## config.mk

```make
export PLATFORM = sky130hd
export DESIGN_NAME = uart_rx_flat
export DESIGN_NICKNAME = d
export VERILOG_FILES = /design/src/rtl/uart_rx_pkg.sv /design/src/rtl/uart_rx_if.sv /design/src/rtl/uart_rx_baudgen.sv /design/src/rtl/uart_rx.sv /design/src/flat_wrapper.sv
export SDC_FILE = /design/constraint.sdc
export NUM_CORES = 1
export LEC_CHECK = 0
export CORE_ASPECT_RATIO = 1.2
export CORE_UTILIZATION = 44
export CTS_BUF_LIST = sky130_fd_sc_hd__clkbuf_8
export CTS_CLUSTER_DIAMETER = 60
export CTS_CLUSTER_SIZE = 14
export DETAILED_ROUTE_END_ITERATION = 10
export PLACE_DENSITY = 0.74
export REMOVE_ABC_BUFFERS = 1
export SYNTH_ARGS = -nofsm -noshare
export SYNTH_HDL_FRONTEND = slang
export SYNTH_SLANG_ARGS = --single-unit
export TNS_END_PERCENT = 10
```

## constraint.sdc

```tcl
create_clock -name clk -period 1.9 [get_ports clk]
set_input_delay 0.38 -clock clk [delete_from_list [all_inputs] [get_ports clk]]
set_output_delay 0.38 -clock clk [all_outputs]
set_load 0.005 [all_outputs]
```

## src/rtl/uart_rx_pkg.sv

```systemverilog
`default_nettype none
`timescale 1ns/1ps
// ============================================================================
// Module   : uart_rx_pkg
// Purpose  : Baud divisors for a 12 MHz system clock, shared by the UART
//            transmitter and receiver, plus small helpers used by the
//            receiver slice.
// Revision : 1.0 - initial release
// ============================================================================
package uart_rx_pkg;

    // Clock cycles per serial bit at 12 MHz
    localparam int B115200 = 104;
    localparam int B57600  = 208;
    localparam int B38400  = 313;
    localparam int B19200  = 625;
    localparam int B9600   = 1250;
    localparam int B4800   = 2500;
    localparam int B2400   = 5000;
    localparam int B1200   = 10000;
    localparam int B600    = 20000;
    localparam int B300    = 40000;

    typedef logic [7:0] uart_byte_t;

    // Minimum counter width able to hold the value `baud`
    function automatic int cnt_width(input int baud);
        return $clog2(baud + 1);
    endfunction

    // Map a line rate in bit/s to its divisor; unknown rates fall back to 115200
    function automatic int baud_div(input int rate);
        case (rate)
            300:     return B300;
            600:     return B600;
            1200:    return B1200;
            2400:    return B2400;
            4800:    return B4800;
            9600:    return B9600;
            19200:   return B19200;
            38400:   return B38400;
            57600:   return B57600;
            default: return B115200;
        endcase
    endfunction

endpackage
`default_nettype wire

```

## src/rtl/uart_rx_if.sv

```systemverilog
`default_nettype none
`timescale 1ns/1ps
// ============================================================================
// Module   : uart_rx_if
// Purpose  : Serial line plus received-byte outputs of the UART receiver.
//            rx   - serial line, idle high, 8N1, LSB first
//            data - last correctly received byte
//            rcv  - one-clk pulse, data newly valid
//            ferr - one-clk pulse, framing error
//            master: line driver / byte consumer; slave: the receiver
// Revision : 1.0 - initial release
// ============================================================================
interface uart_rx_if;
    import uart_rx_pkg::*;

    logic       rx;
    uart_byte_t data;
    logic       rcv;
    logic       ferr;

    modport master (output rx, input data, input rcv, input ferr);
    modport slave  (input rx, output data, output rcv, output ferr);

endinterface
`default_nettype wire

```

## src/rtl/uart_rx_baudgen.sv

```systemverilog
`default_nettype none
`timescale 1ns/1ps
// ============================================================================
// Module   : baudgen_rx
// Purpose  : Mid-bit tick generator for the UART receiver.
//            clk, rstn - clock, synchronous active-low reset
//            clk_ena   - run the counter; while low it is preloaded
//            half      - preload a BAUD/2 first period instead of BAUD
//            clk_out   - one-clk tick at the end of each period
// Revision : 1.0 - initial release
// ============================================================================
module baudgen_rx
    import uart_rx_pkg::*;
#(
    parameter int BAUD = B115200
) (
    input  wire logic clk,
    input  wire logic rstn,
    input  wire logic clk_ena,
    input  wire logic half,
    output logic      clk_out
);

    localparam int W = cnt_width(BAUD);
    localparam logic [W-1:0] c_FULL_M1 = W'(BAUD - 1);
    localparam logic [W-1:0] c_HALF_M1 = W'(BAUD / 2 - 1);

    logic [W-1:0] r_cnt;

    // Counting down to zero gives exactly BAUD (or BAUD/2) cycles per tick
    always_ff @(posedge clk) begin
        if (!rstn) begin
            r_cnt <= '0;
        end else if (!clk_ena) begin
            r_cnt <= half ? c_HALF_M1 : c_FULL_M1;
        end else if (r_cnt == '0) begin
            r_cnt <= c_FULL_M1;
        end else begin
            r_cnt <= r_cnt - 1'b1;
        end
    end

    assign clk_out = clk_ena && (r_cnt == '0);

endmodule
`default_nettype wire

```

## src/rtl/uart_rx.sv

```systemverilog
`default_nettype none
`timescale 1ns/1ps
// ============================================================================
// Module   : uart_rx
// Purpose  : 8N1 UART receiver with mid-bit sampling and framing-error flag.
//            clk  - system clock
//            rstn - synchronous active-low reset
//            bus  - uart_rx_if.slave: rx in; data, rcv, ferr out
// Revision : 1.0 - initial release
// ============================================================================
module uart_rx
    import uart_rx_pkg::*;
#(
    parameter int BAUD = B115200
) (
    input  wire logic  clk,
    input  wire logic  rstn,
    uart_rx_if.slave   bus
);

    localparam logic [2:0] c_IDLE      = 3'd0;
    localparam logic [2:0] c_START     = 3'd1;
    localparam logic [2:0] c_DATA      = 3'd2;
    localparam logic [2:0] c_STOP      = 3'd3;
    localparam logic [2:0] c_WAIT_IDLE = 3'd4;

    logic [1:0] r_sync;
    logic [2:0] r_state;
    logic [2:0] r_bitcnt;
    uart_byte_t r_shift;
    uart_byte_t r_data;
    logic       r_rcv;
    logic       r_ferr;

    logic w_rx_r;
    logic w_tick;
    logic w_ena;
    logic w_half;

    assign w_rx_r = r_sync[1];
    assign w_ena  = (r_state == c_START) || (r_state == c_DATA) || (r_state == c_STOP);
    // Preload the half period while idle so the first tick lands mid start bit
    assign w_half = (r_state == c_IDLE);

    baudgen_rx #(
        .BAUD    (BAUD)
    ) u_baudgen (
        .clk     (clk),
        .rstn    (rstn),
        .clk_ena (w_ena),
        .half    (w_half),
        .clk_out (w_tick)
    );

    always_ff @(posedge clk) begin
        if (!rstn) begin
            r_sync   <= 2'b11;
            r_state  <= c_IDLE;
            r_bitcnt <= '0;
            r_shift  <= '0;
            r_data   <= '0;
            r_rcv    <= 1'b0;
            r_ferr   <= 1'b0;
        end else begin
            r_sync <= {r_sync[0], bus.rx};
            r_rcv  <= 1'b0;
            r_ferr <= 1'b0;
            case (r_state)
                c_IDLE: begin
                    if (!w_rx_r) begin
                        r_state <= c_START;
                    end
                end
                c_START: begin
                    if (w_tick) begin
                        // Line high again at mid start bit: treat as a glitch
                        if (w_rx_r) begin
                            r_state <= c_IDLE;
                        end else begin
                            r_state  <= c_DATA;
                            r_bitcnt <= '0;
                        end
                    end
                end
                c_DATA: begin
                    if (w_tick) begin
                        r_shift  <= {w_rx_r, r_shift[7:1]};
                        r_bitcnt <= r_bitcnt + 3'd1;
                        if (r_bitcnt == 3'd7) begin
                            r_state <= c_STOP;
                        end
                    end
                end
                c_STOP: begin
                    // Returning to IDLE at mid stop leaves half a bit to
                    // catch a directly following start edge
                    if (w_tick) begin
                        if (w_rx_r) begin
                            r_data  <= r_shift;
                            r_rcv   <= 1'b1;
                            r_state <= c_IDLE;
                        end else begin
                            r_ferr  <= 1'b1;
                            r_state <= c_WAIT_IDLE;
                        end
                    end
                end
                c_WAIT_IDLE: begin
                    if (w_rx_r) begin
                        r_state <= c_IDLE;
                    end
                end
                default: begin
                    r_state <= c_IDLE;
                end
            endcase
        end
    end

    assign bus.data = r_data;
    assign bus.rcv  = r_rcv;
    assign bus.ferr = r_ferr;

endmodule
`default_nettype wire

```

## src/flat_wrapper.sv

```systemverilog
// flat-port wrapper written by rule: the top's interface ports become plain ports
module uart_rx_flat import uart_rx_pkg::*;
#(
    parameter int BAUD = B115200
)
  (clk, rstn, bus_rx, bus_data, bus_rcv, bus_ferr);
  uart_rx_if bus_i ();
  input  wire logic clk;
  input  wire logic rstn;
  input wire logic [$bits(bus_i.rx)-1:0] bus_rx;
  output wire logic [$bits(bus_i.data)-1:0] bus_data;
  output wire logic [$bits(bus_i.rcv)-1:0] bus_rcv;
  output wire logic [$bits(bus_i.ferr)-1:0] bus_ferr;
  assign bus_i.rx = bus_rx;
  assign bus_data = bus_i.data;
  assign bus_rcv = bus_i.rcv;
  assign bus_ferr = bus_i.ferr;
  uart_rx #(.BAUD(BAUD)) u_core (.clk(clk), .rstn(rstn), .bus(bus_i));
endmodule
```

Word-level counts from Yosys, hierarchy flattened
Index checks and enable logic that the tools add are counted. Widths: inputs -> output; s select.

Reduce and logical (&&, ||, !) cells: 11. Equality and inequality tests: 12. Add/sub/neg operators: 2. Mux-type cells: 18.

Operators with widths (count): $mux 3 (10); $mux 7 (3); $pmux 3 s5 (1); $ne 2x2->1 const B (6); $logic_not 7->1 (1); $sub 7x1->7 const B (1); $eq 3x2->1 const B (2); $eq 3x3->1 const B (2); $pmux 3 s2 (1); $reduce_and 3->1 (2); $reduce_and 6->1 (1); $reduce_and 4->1 (1); $add 3x1->3 const B (1); $eq 3x1->1 const B (1); $logic_not 3->1 (1); $logic_or 1x1->1 (2); $mux 1 (2); $mux 2 (1); $ne 2x1->1 const B (1); $reduce_and 2->1 (1); $reduce_bool 2->1 (1); $logic_and 1x1->1 (1).

Input port bits: 3. Register bits after elaboration: 33. Output and inout bits: 10. Logic and storage cells: 51.

Logic depth before layout (Yosys ltp)
Word-level depth: 6. Depth in mapped cells: 8. Mapped depth without buffers: 6.

Hierarchy
Synthesis repeated with hierarchy kept, for this count alone.

Cells, all modules: 150. Area total of the unflattened synthesis: 1435.1 µm².

By module, submodules not included: uart_rx (area each 1066.0 µm², seq. area each 520.5 µm², cells an instance 108, instances 1); baudgen_rx (area each 369.1 µm², seq. area each 140.1 µm², cells an instance 42, instances 1).

Worst setup path before layout
No wires, ideal clock.

Path type: register -> register. Start point: reg u_core.u_baudgen.r_cnt[0]. End point: reg u_core.r_bitcnt[0]. Setup slack: 0.348 ns. Period minus slack after synthesis: 1.552 ns. Buffers on the path: 0. Arrival: 1.435 ns. Setup time: 0.117 ns. Data required time: 1.783 ns. Stages on the path, launching flop included: 7. Cells stage by stage: dfxtp_1 > inv_1 > ha_1 > nor4b_4 > nand2_2 > o31a_1 > a22o_1.

Word-level cells in the longest chain between the ends: 4. Elaborated cells between the ends (all ways): 5. Those cells by class: 2 x eq/ne; 3 x reduce/logical.

Ends and longest elaborated chain: start: declaration (line uart_rx_baudgen.sv:28) `logic [W-1:0] r_cnt;`; start signal: assignment (line uart_rx_baudgen.sv:35) `r_cnt <= half ? c_HALF_M1 : c_FULL_M1;`; start signal: assignment (line uart_rx_baudgen.sv:37) `r_cnt <= c_FULL_M1;`; start signal: assignment (line uart_rx_baudgen.sv:39) `r_cnt <= r_cnt - 1'b1;`; $logic_not 7->1 * (line uart_rx_baudgen.sv:43) `assign clk_out = clk_ena && (r_cnt == '0);`; $logic_and 1x1->1 * (line uart_rx_baudgen.sv:43); $ne 2x2->1 (no line); $reduce_and 4->1 (no line) *; end signal: assignment (line uart_rx.sv:88) `r_bitcnt <= r_bitcnt + 3'd1;`; end: declaration (line uart_rx.sv:29) `logic [2:0] r_bitcnt;`.

Every way passes the cells marked *; elsewhere a longest branch is shown, timed or not. A chain may end at the register's enable or synchronous reset.

Worst setup path in the final report
Ends and elaborated chain as after synthesis.

==> metrics <==
outcome finished, final reports clean; final hold viol count 0; max_cap viols 0; combinational power share 5.5%; Vias/cell 5.32; Critical-path top delay cell nor4b_4; crit path time final 1.75 ns; worst ir drop on vdd 605 uV; Net Sw Frac 21.9%; drt first pass iters 4; DP HPWL 1.79 mm; die area 3350 um^2; Slew Viols, Final 0; Tcrit/Tclk final 92.0%; Seq. cell area 661 um^2; Netlist cell types 36; GR Util All Layers 17.9%; Setup CP Type register to register; Avg Cell Area, Syn 9.74 um^2; CTS max path bufs 2; Die Ht 63.2 um; Hold Path End u_core.r_sync[1]$_SDFF_PN1_; multi-input logic area 673 um^2; CTS tree done; layout cells sized above 1 12.1%; Avg WL per Cell 13.1 um; r2r endpoint u_core.r_bitcnt[0]$_SDFFE_PN0P_; Slew @ Worst Pin 0.494 ns; Ys Warns 0; via count 1017; Hold Path Stages 1; port bufs 12; post-route cell area 1620 um^2; synthesized cell area 1370 um^2; core area 2890 um^2; first-pass GRT wire length 4.31 mm; Flop pwr share 54.8%; Rows 21; crit path capture type register; grt ovf 0; Final Wtd Congestion 0.772; Max H-tree Level 2; CTS Hold Bufs 0; clock-pin slew on the worst setup and hold paths 0.06 ns; drc violations 0; # clock sinks 33; Switch Pwr 0.285 mW; die width 53.0 um; Max stage delay on crit path 0.35 ns; commonest non-fill, non-tap cell in the layout dfxtp_1; final hold slack 0.415 ns; worst reg-to-reg setup slack 0.15 ns; placed instance area 1520 um^2; Skew-Pair Late Insertion Delay 0.28 ns; wirelength, routed 2.50 mm; min-delay src u_core.r_sync[0]$_SDFF_PN1_; CP arrival 1.92 ns; post-route ant nets 0; Int Pwr 1.02 mW; # nets final 163; Synth Register Bits 33; cell count of the worst reg-to-reg path 6; HP Class register to register; initial antenna violation count 0; f_max 572 MHz; clock skew 0.00192 ns; largest net degree at the start of global routing 20; CP Cell Sequence inv_1, ha_2, nor4b_4, nand2_2, o31a_1, a22o_1; Clock Power Share 39.8%; vias in the first global route 1008; CP Max Fanout 5; Final Core Density 56.1%; area delta synth->final 17.9%; TritonCTS Buffers 5; Static Leakage 0.646 nW; commonest cells after routing, fill and taps aside dfxtp_1, clkdlybuf4s50_1, nor2_1, nand2_1, nor2b_1; WP data required 2.07 ns; Syn Inst Count 141; RR Startpoint u_core.u_baudgen.r_cnt[0]$_SDFF_PN0_; Filler Cell Count 276; # diodes 0; CP Launch Type register; clock root cell clkbuf_8; Pwr per Cell Area 804 nW/um^2; io pins 13; Setup-failing EPs final 0; max_slew headroom 66.8%; post-layout total power 1.30 mW; Initial Util 47.5%; sequential share of the synthesized area 48.1%; Starting DRT DRC Count 12
==> how the worst max path moves through the flow <==
stage / startpoint / to / slack (ns) / cells after the start
finish: u_core.u_baudgen.r_cnt[0]$_SDFF_PN0_ / u_core.r_bitcnt[0]$_SDFFE_PN0P_ / 0.15 / 6
floorplan: u_core.u_baudgen.r_cnt[0]$_SDFF_PN0_ / u_core.r_bitcnt[0]$_SDFFE_PN0P_ / 0.35 / 6
global placement: u_core.u_baudgen.r_cnt[0]$_SDFF_PN0_ / u_core.bus.data[6]$_SDFFE_PN0P_ / 0.21 / 6
detailed placement: u_core.u_baudgen.r_cnt[0]$_SDFF_PN0_ / u_core.bus.data[0]$_SDFFE_PN0P_ / 0.13 / 6
global route: u_core.u_baudgen.r_cnt[0]$_SDFF_PN0_ / u_core.r_bitcnt[0]$_SDFFE_PN0P_ / -0.000003 / 6
CTS: u_core.u_baudgen.r_cnt[0]$_SDFF_PN0_ / u_core.bus.data[0]$_SDFFE_PN0P_ / 0.11 / 6
==> sequential cells by signal, summed over array words and instances (netlist names) <==
name and cells:
u_core.r_sync 2, u_core.r_bitcnt 3, u_core.bus.data 8, u_core.r_shift 8, u_core.bus.ferr 1, u_core.bus.rcv 1, u_core.u_baudgen.r_cnt 7, u_core.r_state 3
==> synthesized netlist by cell type <==
master / count / share of area (%)
a22o_1: 1 / 0.64
xor2_1: 1 / 0.64
nor4_1: 1 / 0.46
a32o_1: 2 / 1.5
inv_1: 2 / 0.55
nor2b_1: 10 / 4.6
buf_6: 2 / 1.6
and2_1: 1 / 0.46
and3_2: 2 / 1.1
nand2_2: 1 / 0.46
clkbuf_1: 3 / 0.82
nand4_2: 1 / 0.91
and4_1: 1 / 0.64
a221oi_1: 1 / 0.64
o31a_1: 1 / 0.64
o21ai_0: 9 / 3.3
mux2i_1: 9 / 6.6
nand2_1: 11 / 3.0
a211oi_1: 2 / 1.1
nor3_2: 1 / 0.73
xnor2_1: 2 / 1.3
dfxtp_1: 33 / 48
ha_1: 3 / 2.7
or3_1: 1 / 0.46
or4b_4: 1 / 1.0
and2_2: 1 / 0.55
buf_2: 2 / 0.73
nand2b_1: 4 / 1.8
nand3_1: 8 / 2.9
nor4b_4: 1 / 1.7
a21oi_1: 3 / 1.1
a21boi_1: 1 / 0.55
nor3_1: 3 / 1.1
nor2_1: 11 / 3.0
a21boi_0: 2 / 1.1
o21a_1: 3 / 1.6
==> worst max-delay path: cells and delay by family (launching register included) <==
family,cells,cell delay (ns)
flops,1,0.32
fa+ha+maj,1,0.20
simple gates,2,0.48
buf+inv,1,0.06
compound gates,2,0.58
==> what timing repair did <==
action | 4_1_cts | 5_1_grt
buffers inserted | 0 | 0
setup endpoints to repair | 0 | 5
endpoints found under the hold margin | 0 | 0
gates resized for setup | 0 | 2
==> layout make-up <==
| type | count | share of cell area (%) |
|---|---|---|
| well taps | 34 | 2.63 |
| multi-input cells | 99 | 41.5 |
| clock inverters | 1 | 0.232 |
| inverters | 2 | 0.463 |
| clock buffers | 6 | 5.10 |
| flip-flops and latches | 33 | 40.8 |
| repair buffers | 16 | 9.27 |
==> metrics by stage <==
stage | TNS [ns] | std cells | worst slack (ns)
after floorplan | 0 | 134 | 0.348
after global placement | 0 | 184 | 0.214
after detailed placement | 0 | 184 | 0.128
after CTS | 0 | 191 | 0.113
after global routing | -0.00000311 | 191 | -0.00000311
final | 0 | 191 | 0.153
==> per-layer routing <==
metal | GRT usage, % | vias up | part of all wire, %
li1 | - | 520 | -
met1 | 18.8 | 477 | 43
met2 | 30.9 | 12 | 52
met3 | 4.35 | 8 | 2.6
met4 | 10.9 | 0 | 2.5
met5 | 0 | - | 0
==> power groups by stage <==
stage,logic (mW),registers [mW],clock network [mW]
2_1_floorplan,0.0438,0.726,0
3_3_place_gp,0.0682,0.727,0
3_5_place_dp,0.0699,0.728,0
4_1_cts,0.0704,0.713,0.532
5_1_grt,0.0799,0.714,0.560
6_report,0.0712,0.713,0.518
==> cell families after synthesis <==
logic type	synth area share [%]
and+or+nand+nor	24.9
DFF	48.1
AOI/OAI and AO/OA	12.1
buffers and inverters	3.73
muxes	6.56
xor gates and xnor gates	1.91
adders and majority gates	2.73
Power figures use the tool's default switching activity.
